**config.mk**
```make
export PLATFORM = sky130hd
export DESIGN_NAME = if_fetch_unit
export DESIGN_NICKNAME = d
export VERILOG_FILES = /design/src/rtl/if_fetch_unit_pkg.sv /design/src/rtl/if_fetch_unit_next_pc.sv /design/src/rtl/if_fetch_unit.sv
export SDC_FILE = /design/constraint.sdc
export NUM_CORES = 1
export LEC_CHECK = 0
export BUFFER_PORTS_ARGS = -buffer_cell sky130_fd_sc_hd__buf_4
export CORE_MARGIN = 2
export CORE_UTILIZATION = 40
export CTS_CLUSTER_DIAMETER = 120
export DETAILED_ROUTE_END_ITERATION = 10
export PLACE_DENSITY = 0.76
export SLEW_MARGIN = 20
export SYNTH_ARGS = -nofsm -noshare
export SYNTH_HDL_FRONTEND = slang
export SYNTH_SLANG_ARGS = --single-unit
```
**constraint.sdc**
```tcl
create_clock -name clk -period 4.9 [get_ports clk]
set_input_delay 0.735 -clock clk [delete_from_list [all_inputs] [get_ports clk]]
set_output_delay 0.735 -clock clk [all_outputs]
set_load 0.02 [all_outputs]
```
**src/rtl/if_fetch_unit_pkg.sv**
```systemverilog
// ---------------------------------------------------------------------------
// if_fetch_unit_pkg
//
// Shared RISC-V front-end definitions used by the instruction fetch unit:
//   - OPCODE_I and the canonical NOP (addi x0, x0, 0) built from it
//   - default reset PC
//   - fetch FSM state encodings (BOOT, RUN, HOLD) and the matching enum
//   - align_word(): clears the two low bits of a byte address
//
// No ports (package).
// ---------------------------------------------------------------------------
`timescale 1ns/1ps

package if_fetch_unit_pkg;

   localparam logic [6:0]  OPCODE_I         = 7'b001_0011;
   localparam logic [31:0] NOP_INST         = {12'd0, 5'd0, 3'b000, 5'd0, OPCODE_I};
   localparam logic [31:0] DEFAULT_RESET_PC = 32'h0000_0000;

   localparam logic [1:0]  ST_BOOT = 2'd0;
   localparam logic [1:0]  ST_RUN  = 2'd1;
   localparam logic [1:0]  ST_HOLD = 2'd2;

   typedef enum logic [1:0] {
      BOOT = ST_BOOT,
      RUN  = ST_RUN,
      HOLD = ST_HOLD
   } fetch_state_t;

   function automatic logic [31:0] align_word(input logic [31:0] addr);
      return {addr[31:2], 2'b00};
   endfunction

endpackage

```
**src/rtl/if_fetch_unit_next_pc.sv**
```systemverilog
// ---------------------------------------------------------------------------
// if_next_pc
//
// Combinational fetch-address selection for the IF stage.
//   - Resolves redirect priority (EX branch/jalr beats ID jal).
//   - Forces redirect targets to word alignment and flags misaligned ones.
//   - Decides whether a fetch is issued this cycle and at which address.
//
// Ports:
//   state        in   current fetch FSM state
//   pause        in   hazard stall
//   pc           in   next sequential address to issue
//   ex_redirect  in   EX redirect request,  ex_target its byte target
//   id_redirect  in   ID redirect request,  id_target its byte target
//   redirect     out  any redirect this cycle
//   misaligned   out  redirect target had nonzero low bits
//   issue        out  a fetch is issued this cycle
//   issue_addr   out  byte address issued (word aligned)
//   issue_next   out  issue_addr + 4 (wraps modulo 2^32)
// ---------------------------------------------------------------------------
`timescale 1ns/1ps

module if_next_pc
   import if_fetch_unit_pkg::*;
#(
   parameter logic [31:0] RESET_PC = DEFAULT_RESET_PC
) (
   input  fetch_state_t state,
   input  logic         pause,
   input  logic [31:0]  pc,
   input  logic         ex_redirect,
   input  logic [31:0]  ex_target,
   input  logic         id_redirect,
   input  logic [31:0]  id_target,
   output logic         redirect,
   output logic         misaligned,
   output logic         issue,
   output logic [31:0]  issue_addr,
   output logic [31:0]  issue_next
);

   logic [31:0] target;

   // A redirect always issues, even while paused; BOOT issues unconditionally
   // because there is no response yet that a pause would need to protect.
   always_comb begin
      target     = ex_redirect ? ex_target : id_target;
      redirect   = ex_redirect | id_redirect;
      misaligned = redirect & (target[1:0] != 2'b00);
      issue      = redirect | (state == BOOT) | ~pause;
      if (redirect) begin
         issue_addr = align_word(target);
      end else if (state == BOOT) begin
         issue_addr = RESET_PC;
      end else begin
         issue_addr = pc;
      end
      issue_next = issue_addr + 32'd4;
   end

endmodule

```
**src/rtl/if_fetch_unit.sv**
```systemverilog
// ---------------------------------------------------------------------------
// if_fetch_unit
//
// Instruction fetch stage in front of a synchronous instruction ROM
// (one-cycle read latency). Issues one fetch per cycle, holds the fetched
// instruction in a skid register across hazard stalls, and restarts on
// redirects from EX (branch/jalr) or ID (jal).
//
// Ports:
//   clk, rstn                 clock, asynchronous active-low reset
//   pause_i                   hazard stall (same signal as IF/ID pause)
//   ex_redirect_i/ex_target_i redirect from EX (highest priority)
//   id_redirect_i/id_target_i redirect from ID
//   imem_en_o/imem_addr_o     ROM read enable and word address
//   imem_rdata_i              ROM data, valid one cycle after imem_en_o
//   IF_pc4_o/IF_inst_o        address+4 and instruction to IF/ID
//   IF_valid_o                IF_inst_o is a real fetched instruction
//   flush_o                   IF/ID flush (same cycle as a redirect)
//   misalign_o                sticky: a redirect target was misaligned
// ---------------------------------------------------------------------------
`timescale 1ns/1ps

module if_fetch_unit
   import if_fetch_unit_pkg::*;
#(
   parameter logic [31:0] RESET_PC = DEFAULT_RESET_PC,
   parameter int          IMEM_AW  = 14
) (
   input  logic               clk,
   input  logic               rstn,
   input  logic               pause_i,
   input  logic               ex_redirect_i,
   input  logic [31:0]        ex_target_i,
   input  logic               id_redirect_i,
   input  logic [31:0]        id_target_i,
   output logic               imem_en_o,
   output logic [IMEM_AW-1:0] imem_addr_o,
   input  logic [31:0]        imem_rdata_i,
   output logic [31:0]        IF_pc4_o,
   output logic [31:0]        IF_inst_o,
   output logic               IF_valid_o,
   output logic               flush_o,
   output logic               misalign_o
);

   fetch_state_t state;
   logic [31:0]  pc;
   logic [31:0]  pc_f;
   logic         resp_v;
   logic [31:0]  hold_inst;
   logic         hold_v;
   logic         misalign;

   logic         redirect;
   logic         misaligned;
   logic         issue;
   logic [31:0]  issue_addr;
   logic [31:0]  issue_next;

   if_next_pc #(
      .RESET_PC (RESET_PC)
   ) u_next_pc (
      .state       (state),
      .pause       (pause_i),
      .pc          (pc),
      .ex_redirect (ex_redirect_i),
      .ex_target   (ex_target_i),
      .id_redirect (id_redirect_i),
      .id_target   (id_target_i),
      .redirect    (redirect),
      .misaligned  (misaligned),
      .issue       (issue),
      .issue_addr  (issue_addr),
      .issue_next  (issue_next)
   );

   // Any issued fetch (boot, sequential, pause release or redirect) makes
   // the issued address the one in flight; this also discards whatever the
   // ROM was about to return and drops the skid contents on redirect.
   // The skid register is loaded only on the first paused cycle, while the
   // ROM data still belongs to pc_f.
   always_ff @(posedge clk or negedge rstn) begin
      if (!rstn) begin
         state     <= BOOT;
         pc        <= RESET_PC;
         pc_f      <= 32'd0;
         resp_v    <= 1'b0;
         hold_inst <= NOP_INST;
         hold_v    <= 1'b0;
         misalign  <= 1'b0;
      end else begin
         misalign <= misalign | misaligned;
         if (issue) begin
            pc_f   <= issue_addr;
            pc     <= issue_next;
            resp_v <= 1'b1;
            hold_v <= 1'b0;
            state  <= RUN;
         end else if (state == RUN && resp_v) begin
            hold_inst <= imem_rdata_i;
            hold_v    <= 1'b1;
            state     <= HOLD;
         end
      end
   end

   // Reset forces the ROM enable and flush low even though the FSM sits in
   // BOOT and the redirect inputs may be active.
   always_comb begin
      imem_en_o   = rstn & issue;
      imem_addr_o = issue_addr[IMEM_AW+1:2];
      flush_o     = rstn & redirect;
      misalign_o  = misalign;
   end

   // In HOLD the ROM output no longer belongs to pc_f, so the skid copy is
   // presented, including the release cycle.
   always_comb begin
      IF_inst_o  = NOP_INST;
      IF_pc4_o   = 32'd0;
      IF_valid_o = 1'b0;
      if (state == HOLD) begin
         IF_inst_o  = hold_inst;
         IF_pc4_o   = pc_f + 32'd4;
         IF_valid_o = hold_v;
      end else if (resp_v) begin
         IF_inst_o  = imem_rdata_i;
         IF_pc4_o   = pc_f + 32'd4;
         IF_valid_o = 1'b1;
      end
   end

endmodule

```
==> flow_metrics.tcl, run 1 <==
set metrics [dict create \
    synthMuxAreaShare 0.05860 \
    grt_first_pass_wirelength_mm 31.66 \
    crit_arrival_ps 3090 \
    area_delta_synth_final_pct 25.81 \
    nets 1057 \
    drtIter0Drc 628 \
    ff_latch_area_um2 2407 \
    cts_setup_buffers 0 \
    tns_ps 0 \
    cts_made_buffers 9 \
    static-leakage-power_uw 0.003755 \
    synth.avg_cell_area_um2 7.906 \
    status "complete, no violations" \
    gp_congestion 0.9807 \
    setup_viol 0 \
    nFillCells 1518 \
    cts_tree "built" \
    ctsHtreeMaxLevel 3 \
    cap_violations 0 \
    fin_crit_sh 0.7814 \
    yosysWarningCount 0 \
    synth_top_area_cell "dfrtp_1" \
    cts_buffer_depth 2 \
    portBuffers 180 \
    pre_cts_ws_ps 907.6 \
    grt_max_degree 69 \
    drt-wirelength-per-cell_um 16.59 \
    p_seq_frac 0.427 \
    drt_pass1_iterations 6 \
    die_h_um 131.4 \
    tightest_slew_ps 1034 \
    netlist_instances 821 \
    cp_max_fo 36 \
    finalCriticalPeriod_ps 3829 \
    multi_input_area_um2 3704 \
    clk_pin_slew_worst_paths_ps 70 \
    grt-ovfl-total 0 \
    critPathCaptureType "primary output" \
    yosys.area_share.xor_xnor 0.06207 \
    synth_fa_ha_area_frac 0.003855 \
    diodes 0 \
    dpl.hpwl_mm 14.56 \
    first_global_vias 5953 \
    cts.repair.resized 0 \
    synth.ff_latch_count 96 \
    finClkSkew_ps 8.429 \
    die_x_um 131.4 \
    swShare 0.3223 \
    vdd_drop_max_mv 0.1402 \
    grt_usage 0.2252 \
    drc_errors 0 \
    hold_viol_final 0 \
    p_per_area_nw_per_um2 292.9 \
    antenna_found_initial 0 \
    pwr-share-comb 0.273 \
    via_count 6468 \
    viasPerCell 5.505 \
    async_reset_ff_frac 1.000 \
    max_slew_margin 0.3108 \
    power.switching_uw 771.0 \
    yosys-top-cells-area "dfrtp_1 (36%), nand2_1 (7.9%), nor2_1 (6.4%)" \
    ios 183 \
    drive_above_1_share 0.2701 \
    holdBufCountCts 0 \
    critPathKind "primary input to primary output" \
    synth_top_area_share 0.3585 \
    cts_root_buf "clkbuf_16" \
    synth_compound_area_frac 0.1438 \
    die_area_um2 17260 \
    final_util 0.5141 \
    antenna_left 0 \
    finalPower_uw 2392 \
    ys_seq_area_frac 0.3707 \
    synth.distinct_cells 62 \
    hold_path.class "primary input to async pin" \
    row_count 46 \
    initial_core_util 0.4086 \
    numClockSinks 96 \
    ys.flop_type "dfrtp_1" \
    synth-edff-count 0 \
    slew_violations 0 \
    rsz0062_at_grt "false" \
    p_int_uw 1621 \
    required_ps 4160 \
    setup_ws_ps 1071 \
    synth_top_family_by_area "simple AND/OR/NAND/NOR gates" \
    clkPwrFrac 0.300 \
    drt_wl_total_mm 19.50 \
    fmax_mhz 261.2 \
    synthSimpleGateAreaFrac 0.2992 \
    cp-start-kind "primary input" \
    fp.coreArea_um2 15890 \
    syn_area_um2 6491 \
    clk_latency_ps 350 \
]
-- final timing paths --
| path | start | end | slack (ps) | cells past startpoint |
|---|---|---|---|---|
| setup / recovery | id_redirect_i | imem_addr_o[6] | 1070 | 7 |
| hold / removal | rstn | misalign_o$_DFF_PN0_ | 410 | 1 |
| setup reg to reg | state[0]$_DFFE_PN0P_ | pc[20]$_DFFE_PN0N_ | 1720 | 10 |
| hold reg to reg | hold_inst[1]$_DFFE_PN1P_ | hold_inst[1]$_DFFE_PN1P_ | 490 | 2 |
| max in group asynchronous | rstn | resp_v$_DFFE_PN0N_ | 3360 | 2 |
| min in group clk | hold_inst[1]$_DFFE_PN1P_ | hold_inst[1]$_DFFE_PN1P_ | 490 | 2 |
-- worst max-delay path, cell delays in order --
cell and delay (ps):
buf_4 310, or2_0 470, nor2_2 110, buf_4 270, a222oi_1 890, inv_1 90
buf_4 190
-- sequential cells by signal, indices dropped and copies added, names as in the netlist --
signal and cells:
misalign_o 1, resp_v 1, hold_inst 32, pc_f 30
pc 30, state 2
-- per-layer routing --
metal,wire [µm],vias up,track usage
met5,0,-,0
met4,474,0,0.07669
met3,1504,27,0.03472
met2,8611,283,0.3415
met1,8908,3049,0.3275
li1,-,3109,-
-- cell families after synthesis --
kind of cell / count (synthesis)
multiplexers: 34
flip-flops: 96
XOR/XNOR: 46
AO/OA/AOI/OAI: 147
adder cells (fa/ha/maj): 2
AND/OR/NAND/NOR: 411
buffers and inverters: 84
other: 1
-- final cells by class --
| class | instances | area share |
|---|---|---|
| Tap cell | 216 | 0.03309 |
| Inverter | 13 | 0.005975 |
| Clock buffer | 10 | 0.02804 |
| Timing Repair Buffer | 192 | 0.1765 |
| Multi-Input combinational cell | 642 | 0.4535 |
| Sequential cell | 96 | 0.2948 |
| Clock inverter | 6 | 0.008120 |
-- stage by stage --
| step | instance area [µm²] | hold slack (ps) | std cells |
|---|---|---|---|
| after floorplan | 6495 | 439.4 | 822 |
| after CTS | 8162 | 429.1 | 1175 |
| after global routing | 8167 | 464.4 | 1175 |
| after detailed placement | 7866 | 474.0 | 1159 |
| final | 8167 | 410.3 | 1175 |
| after global placement | 7865 | 470.5 | 1159 |
-- synth_stat cells, types with 10 or more instances --
library cell,number
a21oi_1,55
nand3_1,60
mux2_2,32
buf_4,17
xor2_1,25
clkbuf_1,43
nor2_1,111
and3_1,13
nand4_1,11
xnor2_1,21
nand3b_1,10
inv_1,13
o21ai_0,29
dfrtp_1,93
nand2_1,137
-- cells in the final DEF, fill, tap and decap left out, types with 5 or more instances in the layout --
master / synthesis / final
buf_4: 17 / 192
a22oi_1: 7 / 7
or2_2: 6 / 6
xor2_1: 25 / 25
nand3b_1: 10 / 10
o21ai_0: 29 / 29
and3_1: 13 / 13
inv_1: 13 / 13
dfrtp_1: 93 / 92
nor4_1: 5 / 5
nand4_1: 11 / 11
and4_1: 7 / 7
or3_1: 7 / 7
nor2b_1: 8 / 7
nand2_1: 137 / 136
xnor2_1: 21 / 21
nand4b_1: 7 / 7
nand3_1: 60 / 60
mux2_2: 32 / 32
nor3_1: 8 / 8
o211ai_1: 7 / 7
and2_1: 6 / 6
a31oi_1: 8 / 8
o21a_1: 5 / 5
nor2_1: 111 / 110
clkbuf_16: 0 / 9
a21oi_1: 55 / 55
-- power by group through the flow --
stage | Clock [µW] | Combinational, µW | Sequential [µW]
after global routing | 764 | 715 | 1040
after detailed placement | 0 | 651 | 1030
after CTS | 731 | 652 | 1020
after global placement | 0 | 640 | 1030
after floorplan | 0 | 414 | 1000
final | 717 | 654 | 1020
(Power assumes the default switching activity.)
==> run 2: changes to the inputs <==
clock period = 3.6 ns   (was 4.9 ns; I/O delays follow)
==> flow_metrics.tcl, run 2 (synthesis results as in run 1) <==
set metrics [dict create \
    status "complete, no violations" \
    timing.critical_path.mode_cell "nand4_1" \
    r2r_setup_slack_ps 610 \
    row_count 46 \
    crit_arrival_ps 2610 \
    initial_core_util 0.4086 \
    crit_slowest_cell "dfrtp_1" \
    fmax_mhz 317.5 \
    cts_buffer_depth 2 \
    drt_pass1_iterations 6 \
    pre_cts_ws_ps 208.5 \
    ctsHtreeMaxLevel 3 \
    hold_path.class "primary input to async pin" \
    cts_tree "built" \
    static-leakage-power_uw 0.003846 \
    tightest_slew_ps 782.4 \
    r2r_start "state[0]$_DFFE_PN0P_" \
    fin_crit_sh 0.8748 \
    vdd_drop_max_mv 0.2105 \
    setup_viol 0 \
    cp-startpoint "pc_f[2]$_DFFE_PN0N_" \
    ios 183 \
    required_ps 3060 \
    tns_ps 0 \
    instances_no_fill 1194 \
    drive_above_1_share 0.2832 \
    path_delay_family "simple AND/OR/NAND/NOR gates" \
    clk_pin_slew_worst_paths_ps 70 \
    regMostFlops "hold_inst" \
    dp_cells 1178 \
    via_count 6473 \
    cts_setup_buffers 0 \
    drtIter0Drc 517 \
    die_area_um2 17260 \
    setup_ws_ps 450.7 \
    grt_max_degree 63 \
    rr_worst_depth 10 \
    viasPerCell 5.421 \
    reg_top3 "hold_inst x32, pc x30, pc_f x30" \
    nFillCells 1549 \
    cts_made_buffers 9 \
    grt_usage 0.2199 \
    crit_buf_inv 1 \
    crit_path_end "IF_pc4_o[26]" \
    max_stage_delay_ps 410 \
    cap_violations 0 \
    cp-start-kind "flop" \
    clk_latency_ps 340 \
    dpl.hpwl_mm 14.66 \
    largest_reg_flops 32 \
    finalCriticalPeriod_ps 3149 \
    critPathKind "flop to primary output" \
    worstSetupPathDepth 8 \
    nets 1076 \
    critPathCaptureType "primary output" \
    drt-wirelength-per-cell_um 16.06 \
    grt_first_pass_wirelength_mm 31.22 \
    rsz0062_at_grt "false" \
    dpl_cell_area_um2 8016 \
    hold_viol_final 0 \
    first_global_vias 5909 \
    antenna_found_initial 0 \
    drc_errors 0 \
    worstPathCellList "ha_1 -> and4_1 -> nand4_1 -> nor2_1 -> nand4_1 -> or3_1 -> a21oi_1 -> buf_4" \
    whs_ps 155.4 \
    portBuffers 180 \
    grt-ovfl-total 0 \
    max_slew_margin 0.4784 \
    r2r-end "pc[20]$_DFFE_PN0N_" \
    gp_congestion 0.9713 \
    cts_root_buf "clkbuf_16" \
    cp_max_fo 6 \
    p_per_area_nw_per_um2 392.7 \
    die_h_um 131.4 \
    diodes 0 \
    numClockSinks 96 \
    fin_area_um2 8313 \
    slew_violations 0 \
    cts.repair.resized 0 \
    mostFrequentLayoutCell "buf_4" \
    die_x_um 131.4 \
    antenna_left 0 \
    area_delta_synth_final_pct 28.06 \
    final_cell_mix "buf_4 (211), nand2_1 (136), nor2_1 (110), dfrtp_1 (93), nand3_1 (60)" \
    drt_wl_total_mm 19.18 \
    fp.coreArea_um2 15890 \
    finClkSkew_ps 10.75 \
    holdBufCountCts 0 \
]
## run 2: metrics by stage
stage / util / total power (µW)
6_report: 0.5233 / 3264
5_1_grt: 0.5233 / 3433
4_1_cts: 0.5233 / 3278
3_5_place_dp: 0.5046 / 2306
3_3_place_gp: 0.5046 / 2287
2_1_floorplan: - / 1928
## run 2: cell type report
class	instances	area, µm²	share of cell area
inverter	13	48.80	0.005870
clock inverter	6	67.56	0.008128
tap	216	270.3	0.03251
timing repair buffer	211	1584	0.1905
clock buffer	10	229.0	0.02754
sequential	96	2406	0.2894
multi-input combinational	642	3707	0.4460
## run 2: metal layers
layer  GRT usage  share of wire  vias up
met3     0.02778          0.069       26
met4     0.06522          0.021        0
met1      0.3278           0.47     3050
li1            -              -     3145
met2      0.3336           0.44      252
met5           0              0        -
## run 2: how the worst min path moves through the flow
stage	startpoint	end	slack [ps]	depth (start not counted)
global placement	hold_inst[1]$_DFFE_PN1P_	hold_inst[1]$_DFFE_PN1P_	470	2
floorplan	rstn	hold_inst[10]$_DFFE_PN0P_	240	0
finish	rstn	misalign_o$_DFF_PN0_	160	1
global route	rstn	misalign_o$_DFF_PN0_	200	1
CTS	rstn	misalign_o$_DFF_PN0_	180	1
detailed placement	hold_inst[1]$_DFFE_PN1P_	hold_inst[1]$_DFFE_PN1P_	480	2
## run 2: power breakdown
group          switching, µW  total (µW)  internal, µW
registers                133        1390          1260
clock network            430         973           543
logic                    481         903           422
